**src/rtl/pipe_stage_chain_if.sv**
```systemverilog
// Bundle for the pipe_stage_chain entry stream, control inputs, last-stage outputs and taps.
// The producer/observer side uses master; the chain itself uses slave.
interface pipe_stage_chain_if #(
   parameter int DATA_W = 32,
   parameter int ADDR_W = 5,
   parameter int DEPTH  = 2,
   parameter int CNT_W  = 4
);
   logic                    stall;
   logic                    flush;
   logic                    in_valid;
   logic                    RegWrite_in;
   logic [ADDR_W-1:0]       RdAddr_in;
   logic [DATA_W-1:0]       ALU_result_in;
   logic                    out_valid;
   logic                    RegWrite_out;
   logic [ADDR_W-1:0]       RdAddr_out;
   logic [DATA_W-1:0]       ALU_result_out;
   logic [DEPTH-1:0]        tap_wr;
   logic [DEPTH*ADDR_W-1:0] tap_rd;
   logic [CNT_W-1:0]        occupancy;

   modport master (
      output stall, flush, in_valid, RegWrite_in, RdAddr_in, ALU_result_in,
      input  out_valid, RegWrite_out, RdAddr_out, ALU_result_out, tap_wr, tap_rd, occupancy
   );

   modport slave (
      input  stall, flush, in_valid, RegWrite_in, RdAddr_in, ALU_result_in,
      output out_valid, RegWrite_out, RdAddr_out, ALU_result_out, tap_wr, tap_rd, occupancy
   );
endinterface

```
**src/rtl/pipe_stage_chain.sv**
```systemverilog
// DEPTH-stage chain carrying RegWrite, destination address and ALU result, with stall,
// flush, per-stage valid, $0 write suppression, hazard taps and a registered occupancy count.
module pipe_stage_chain #(
   parameter int DATA_W     = 32,
   parameter int ADDR_W     = 5,
   parameter int DEPTH      = 2,
   parameter int ZERO_GUARD = 1,
   parameter int CNT_W      = 4
) (
   input logic              clk,
   input logic              rst,
   pipe_stage_chain_if.slave bus
);

   logic [DEPTH-1:0]        valid_r;
   logic [DEPTH-1:0]        wr_r;
   logic [ADDR_W-1:0]       rd_r  [DEPTH];
   logic [DATA_W-1:0]       res_r [DEPTH];
   logic [CNT_W-1:0]        occ_r;

   logic [DEPTH-1:0]        valid_s;
   logic [DEPTH-1:0]        wr_s;
   logic [ADDR_W-1:0]       rd_s  [DEPTH];
   logic [DATA_W-1:0]       res_s [DEPTH];
   logic [CNT_W-1:0]        occ_s;
   logic                    zero_hit_s;
   logic                    wr_in_s;
   logic [DEPTH*ADDR_W-1:0] tap_rd_s;

   // Qualify the incoming write: bubbles and (optionally) $0 never write.
   always_comb begin
      zero_hit_s = (ZERO_GUARD != 0) && (bus.RdAddr_in == {ADDR_W{1'b0}});
      wr_in_s    = bus.RegWrite_in & bus.in_valid & ~zero_hit_s;
   end

   // Next-state of every stage: flush beats stall beats shift; rd/res survive a flush.
   always_comb begin
      valid_s = valid_r;
      wr_s    = wr_r;
      rd_s    = rd_r;
      res_s   = res_r;
      if (bus.flush) begin
         valid_s = {DEPTH{1'b0}};
         wr_s    = {DEPTH{1'b0}};
      end else if (bus.stall) begin
         valid_s = valid_r;
         wr_s    = wr_r;
      end else begin
         valid_s[0] = bus.in_valid;
         wr_s[0]    = wr_in_s;
         rd_s[0]    = bus.RdAddr_in;
         res_s[0]   = bus.ALU_result_in;
         for (int i = 1; i < DEPTH; i++) begin
            valid_s[i] = valid_r[i-1];
            wr_s[i]    = wr_r[i-1];
            rd_s[i]    = rd_r[i-1];
            res_s[i]   = res_r[i-1];
         end
      end
      occ_s = {CNT_W{1'b0}};
      for (int i = 0; i < DEPTH; i++) begin
         occ_s = occ_s + CNT_W'(valid_s[i]);
      end
   end

   // Stage registers and occupancy, synchronous reset.
   always_ff @(posedge clk) begin
      if (rst) begin
         valid_r <= {DEPTH{1'b0}};
         wr_r    <= {DEPTH{1'b0}};
         occ_r   <= {CNT_W{1'b0}};
         for (int i = 0; i < DEPTH; i++) begin
            rd_r[i]  <= {ADDR_W{1'b0}};
            res_r[i] <= {DATA_W{1'b0}};
         end
      end else begin
         valid_r <= valid_s;
         wr_r    <= wr_s;
         occ_r   <= occ_s;
         for (int i = 0; i < DEPTH; i++) begin
            rd_r[i]  <= rd_s[i];
            res_r[i] <= res_s[i];
         end
      end
   end

   // Pack per-stage destination addresses for the hazard unit.
   always_comb begin
      tap_rd_s = {(DEPTH*ADDR_W){1'b0}};
      for (int i = 0; i < DEPTH; i++) begin
         tap_rd_s[i*ADDR_W +: ADDR_W] = rd_r[i];
      end
   end

   assign bus.out_valid      = valid_r[DEPTH-1];
   assign bus.RegWrite_out   = wr_r[DEPTH-1];
   assign bus.RdAddr_out     = rd_r[DEPTH-1];
   assign bus.ALU_result_out = res_r[DEPTH-1];
   assign bus.tap_wr         = wr_r;
   assign bus.tap_rd         = tap_rd_s;
   assign bus.occupancy      = occ_r;

endmodule

```
**src/flat_wrapper.sv**
```systemverilog
// flat-port wrapper written by rule: the top's interface ports become plain ports
module pipe_stage_chain_flat 
#(
   parameter int DATA_W     = 32,
   parameter int ADDR_W     = 5,
   parameter int DEPTH      = 2,
   parameter int ZERO_GUARD = 1,
   parameter int CNT_W      = 4
)
  (clk, rst, bus_stall, bus_flush, bus_in_valid, bus_RegWrite_in, bus_RdAddr_in, bus_ALU_result_in, bus_out_valid, bus_RegWrite_out, bus_RdAddr_out, bus_ALU_result_out, bus_tap_wr, bus_tap_rd, bus_occupancy);
  pipe_stage_chain_if #(.DATA_W(DATA_W), .ADDR_W(ADDR_W), .DEPTH(DEPTH), .CNT_W(CNT_W)) bus_i ();
  input logic clk;
  input logic rst;
  input wire logic [$bits(bus_i.stall)-1:0] bus_stall;
  input wire logic [$bits(bus_i.flush)-1:0] bus_flush;
  input wire logic [$bits(bus_i.in_valid)-1:0] bus_in_valid;
  input wire logic [$bits(bus_i.RegWrite_in)-1:0] bus_RegWrite_in;
  input wire logic [$bits(bus_i.RdAddr_in)-1:0] bus_RdAddr_in;
  input wire logic [$bits(bus_i.ALU_result_in)-1:0] bus_ALU_result_in;
  output wire logic [$bits(bus_i.out_valid)-1:0] bus_out_valid;
  output wire logic [$bits(bus_i.RegWrite_out)-1:0] bus_RegWrite_out;
  output wire logic [$bits(bus_i.RdAddr_out)-1:0] bus_RdAddr_out;
  output wire logic [$bits(bus_i.ALU_result_out)-1:0] bus_ALU_result_out;
  output wire logic [$bits(bus_i.tap_wr)-1:0] bus_tap_wr;
  output wire logic [$bits(bus_i.tap_rd)-1:0] bus_tap_rd;
  output wire logic [$bits(bus_i.occupancy)-1:0] bus_occupancy;
  assign bus_i.stall = bus_stall;
  assign bus_i.flush = bus_flush;
  assign bus_i.in_valid = bus_in_valid;
  assign bus_i.RegWrite_in = bus_RegWrite_in;
  assign bus_i.RdAddr_in = bus_RdAddr_in;
  assign bus_i.ALU_result_in = bus_ALU_result_in;
  assign bus_out_valid = bus_i.out_valid;
  assign bus_RegWrite_out = bus_i.RegWrite_out;
  assign bus_RdAddr_out = bus_i.RdAddr_out;
  assign bus_ALU_result_out = bus_i.ALU_result_out;
  assign bus_tap_wr = bus_i.tap_wr;
  assign bus_tap_rd = bus_i.tap_rd;
  assign bus_occupancy = bus_i.occupancy;
  pipe_stage_chain #(.DATA_W(DATA_W), .ADDR_W(ADDR_W), .DEPTH(DEPTH), .ZERO_GUARD(ZERO_GUARD), .CNT_W(CNT_W)) u_core (.clk(clk), .rst(rst), .bus(bus_i));
endmodule
```
**config.mk**
```make
export PLATFORM = sky130hd
export DESIGN_NAME = pipe_stage_chain_flat
export DESIGN_NICKNAME = d
export VERILOG_FILES = /design/src/rtl/pipe_stage_chain_if.sv /design/src/rtl/pipe_stage_chain.sv /design/src/flat_wrapper.sv
export SDC_FILE = /design/constraint.sdc
export NUM_CORES = 1
export LEC_CHECK = 0
export CAP_MARGIN = 10
export CELL_PAD_IN_SITES_DETAIL_PLACEMENT = 0
export CELL_PAD_IN_SITES_GLOBAL_PLACEMENT = 1
export CORE_UTILIZATION = 30
export CTS_CLUSTER_SIZE = 25
export DETAILED_ROUTE_END_ITERATION = 6
export HOLD_SLACK_MARGIN = 0.15
export PLACE_DENSITY_LB_ADDON = 0.2
export SLEW_MARGIN = 10
export SYNTH_ARGS = -nofsm -noshare
export SYNTH_HDL_FRONTEND = slang
export SYNTH_SLANG_ARGS = --single-unit
```
**constraint.sdc**
```tcl
create_clock -name clk -period 1.1 [get_ports clk]
set_input_delay 0.11 -clock clk [delete_from_list [all_inputs] [get_ports clk]]
set_output_delay 0.11 -clock clk [all_outputs]
set_load 0.05 [all_outputs]
```
==> run metrics <==
Max-cap violations 0; critical path capture point type flop; compound-gate portion of the synthesized area 12.3%; Vias 2547; Register-to-Register Path Depth 4; CTS tree yes; min Tclk post-route 1.09 ns; total CTS buffers 9; Place WS -0.462 ns; Worst EP required 1.32 ns; maximum achievable frequency 917 MHz; GRT overflow 0; Routed Wire Length 7.54 mm; Yosys cell types 18; Post-Syn Area 0.00312 mm²; largest family of logic cells by synthesized area simple AND/OR/NAND/NOR gates; share of layout cells above drive strength 1 22.1%; internal power 4.44 mW; met3 wire length 430 µm; Clk pwr share 34.5%; Die Ht 104 µm; CTS clk-pin slew, worst paths 0.08 ns; Mapped Avg Cell Area 8.03 µm²; leakage power 1.77 nW; sw frac 25.0%; htree depth 3; VDD IR max 574 µV; Port Buffers 95; post-synthesis sequential area ratio 51.3%; clk_skew 0.00799 ns; antenna cells 0; core area 0.00991 mm²; pin count of the biggest net entering global routing 46; drt first pass iters 4; total I/O pin count 98; Switching Power 1.48 mW; final worst setup slack 0.00918 ns; RR Endpoint u_core.bus.occupancy[0]; commonest non-fill, non-tap cells in the layout 149 x nand2_1, 73 x dfxtp_1, 72 x a21oi_1, 60 x buf_12, 38 x clkdlybuf4s50_1; Core Rows 36; Critical Path Fanout Max 2; R2R Path Start u_core.valid_r[1]; Die W 104 µm; setup violators final 0; number of synthesized register bits 80; Initial Utilization 31.5%; routability cong. 0.729; WS Path Type in -> reg; DRC 0; logic gate share of total power 14.0%; Syn Inst Count 389; first-pass GRT wire length 11.8 mm; root buffer cell clkbuf_8; xor/xnor share of the synthesized area 0%; setup tns final 0 ns; vias in the first global route 2403; HP Class in -> reg; nets 495; worst setup path startpoint bus_RdAddr_in[1]; setup slack, reg-to-reg 0.02 ns; Vias/cell 4.32; Fill cells 955; power share of the sequential group 51.4%; Met2 Routed Length 3.44 mm; adder-cell share of the synthesized area 0.401%; Max Root-Sink Buffers 2; area grow syn2layout 54.2%; Power Dens Cells 1230 mW/mm²; Overall Global Routing Usage 13.6%; period utilisation layout 99.2%; commonest non-fill, non-tap cell in the layout nand2_1; Clock Latency Late Sink 0.33 ns; WL/cell 12.8 µm; Routed Antenna Nets 0; met1 wire length 3.58 mm; TritonCTS Sinks 80; Iter 0 DRT Violations 88; RSZ-0062 raised after global routing yes; initial antenna violation count 0; final count of hold timing violations 0; max-slew violations 0; fraction of synthesized area in multiplexers 0.641%; CP arrival 1.31 ns; status complete, no violations; die area 0.0108 mm²; highest routed layer met4; Worst setup endpoint u_core.bus.tap_wr[0]; Yosys warnings 0; simple-gate portion of the synthesized area 20.2%; hpwl dp 4.85 mm; CP Launch Type input port
==> area by class of cell <==
class | instances | area (µm²) | share of cell area (%)
sequential | 80 | 1610 | 33.5
multi-input combinational | 243 | 1080 | 22.4
clock inverter | 4 | 45.0 | 0.935
timing repair buffer | 117 | 1780 | 36.9
tap | 133 | 166 | 3.46
clock buffer | 12 | 135 | 2.81
==> metrics by stage <==
stage	hold slack [ns]	util, %	instance area (µm²)	std cells	total power [mW]
floorplan	0.246	-	3130	390	3.51
global placement	0.437	45.3	4490	567	3.88
detailed placement	0.444	45.3	4490	567	3.89
CTS	0.157	47.3	4690	584	5.98
global route	0.168	48.6	4820	589	6.24
finish	0.169	48.6	4820	589	5.92
==> repair_timing <==
action	4_1_cts	5_1_grt
pin swaps	1	1
resized for setup	5	13
endpoints found under the setup margin	74	63
hold buffers	1	1
setup buffers	0	1
gates cloned	0	3
hold endpoints to repair	1	1
==> power groups by stage <==
stage               registers [mW]  clock network, mW  logic (mW)
floorplan                     3.13                  0       0.381
global placement              3.11                  0       0.774
detailed placement            3.11                  0       0.778
CTS                           3.04               2.15       0.784
global route                  3.06               2.29       0.888
finish                        3.04               2.04       0.830
==> layer usage <==
layer	vias up	global-route usage, %
met4	0	6.12
met1	1158	16.9
li1	1317	-
met3	7	4.32
met2	65	21.4
met5	-	0
==> how the worst min path moves through the flow <==
stage	from	end	slack, ns	depth (start not counted)
floorplan	bus_ALU_result_in[0]	u_core.res_r[32]	0.25	2
global placement	u_core.res_r[54]	u_core.bus.ALU_result_out[22]	0.44	2
detailed placement	u_core.res_r[38]	u_core.bus.ALU_result_out[6]	0.44	2
CTS	rst	u_core.bus.ALU_result_out[12]	0.16	2
global route	rst	u_core.bus.ALU_result_out[11]	0.17	2
finish	rst	u_core.bus.ALU_result_out[11]	0.17	2
==> logic make-up (layout without fill, tap and decap cells) <==
group / count (synthesis) / after routing
buffers and inverters: 67 / 133
DFF: 80 / 80
muxes: 2 / 2
AOI/OAI and AO/OA: 76 / 76
other: 1 / 2
and+or+nand+nor: 162 / 162
adders and majority gates: 1 / 1
==> state kept, by name, indices dropped and copies added, names as in the netlist <==
signal / flops
u_core.bus.ALU_result_out: 32
u_core.bus.RdAddr_out: 5
u_core.bus.tap_wr: 2
u_core.bus.tap_rd: 5
u_core.res_r: 32
u_core.bus.occupancy: 2
u_core.valid_r: 2
==> cell usage after synthesis <==
master	instances	area, µm²
nor3_1	3	15.0
nand3_1	1	5.00
mux2i_1	2	20.0
or2_1	1	6.26
a21oi_1	75	375
ha_1	1	12.5
nor2b_1	3	18.8
o2111ai_1	1	8.76
nand2_1	149	559
buf_6	7	78.8
dfxtp_1	80	1600
nor2_2	1	6.26
nor2_1	3	11.3
clkbuf_1	8	30.0
or4_1	1	7.51
conb_1	1	3.75
buf_4	41	308
buf_2	11	55.1
==> critical path: stages <==
cell             delay [ns]
clkdlybuf4s50_1        0.43
or4_4                  0.54
o2111ai_2              0.17
nand2_1                0.06
Power figures use the tool's default switching activity.
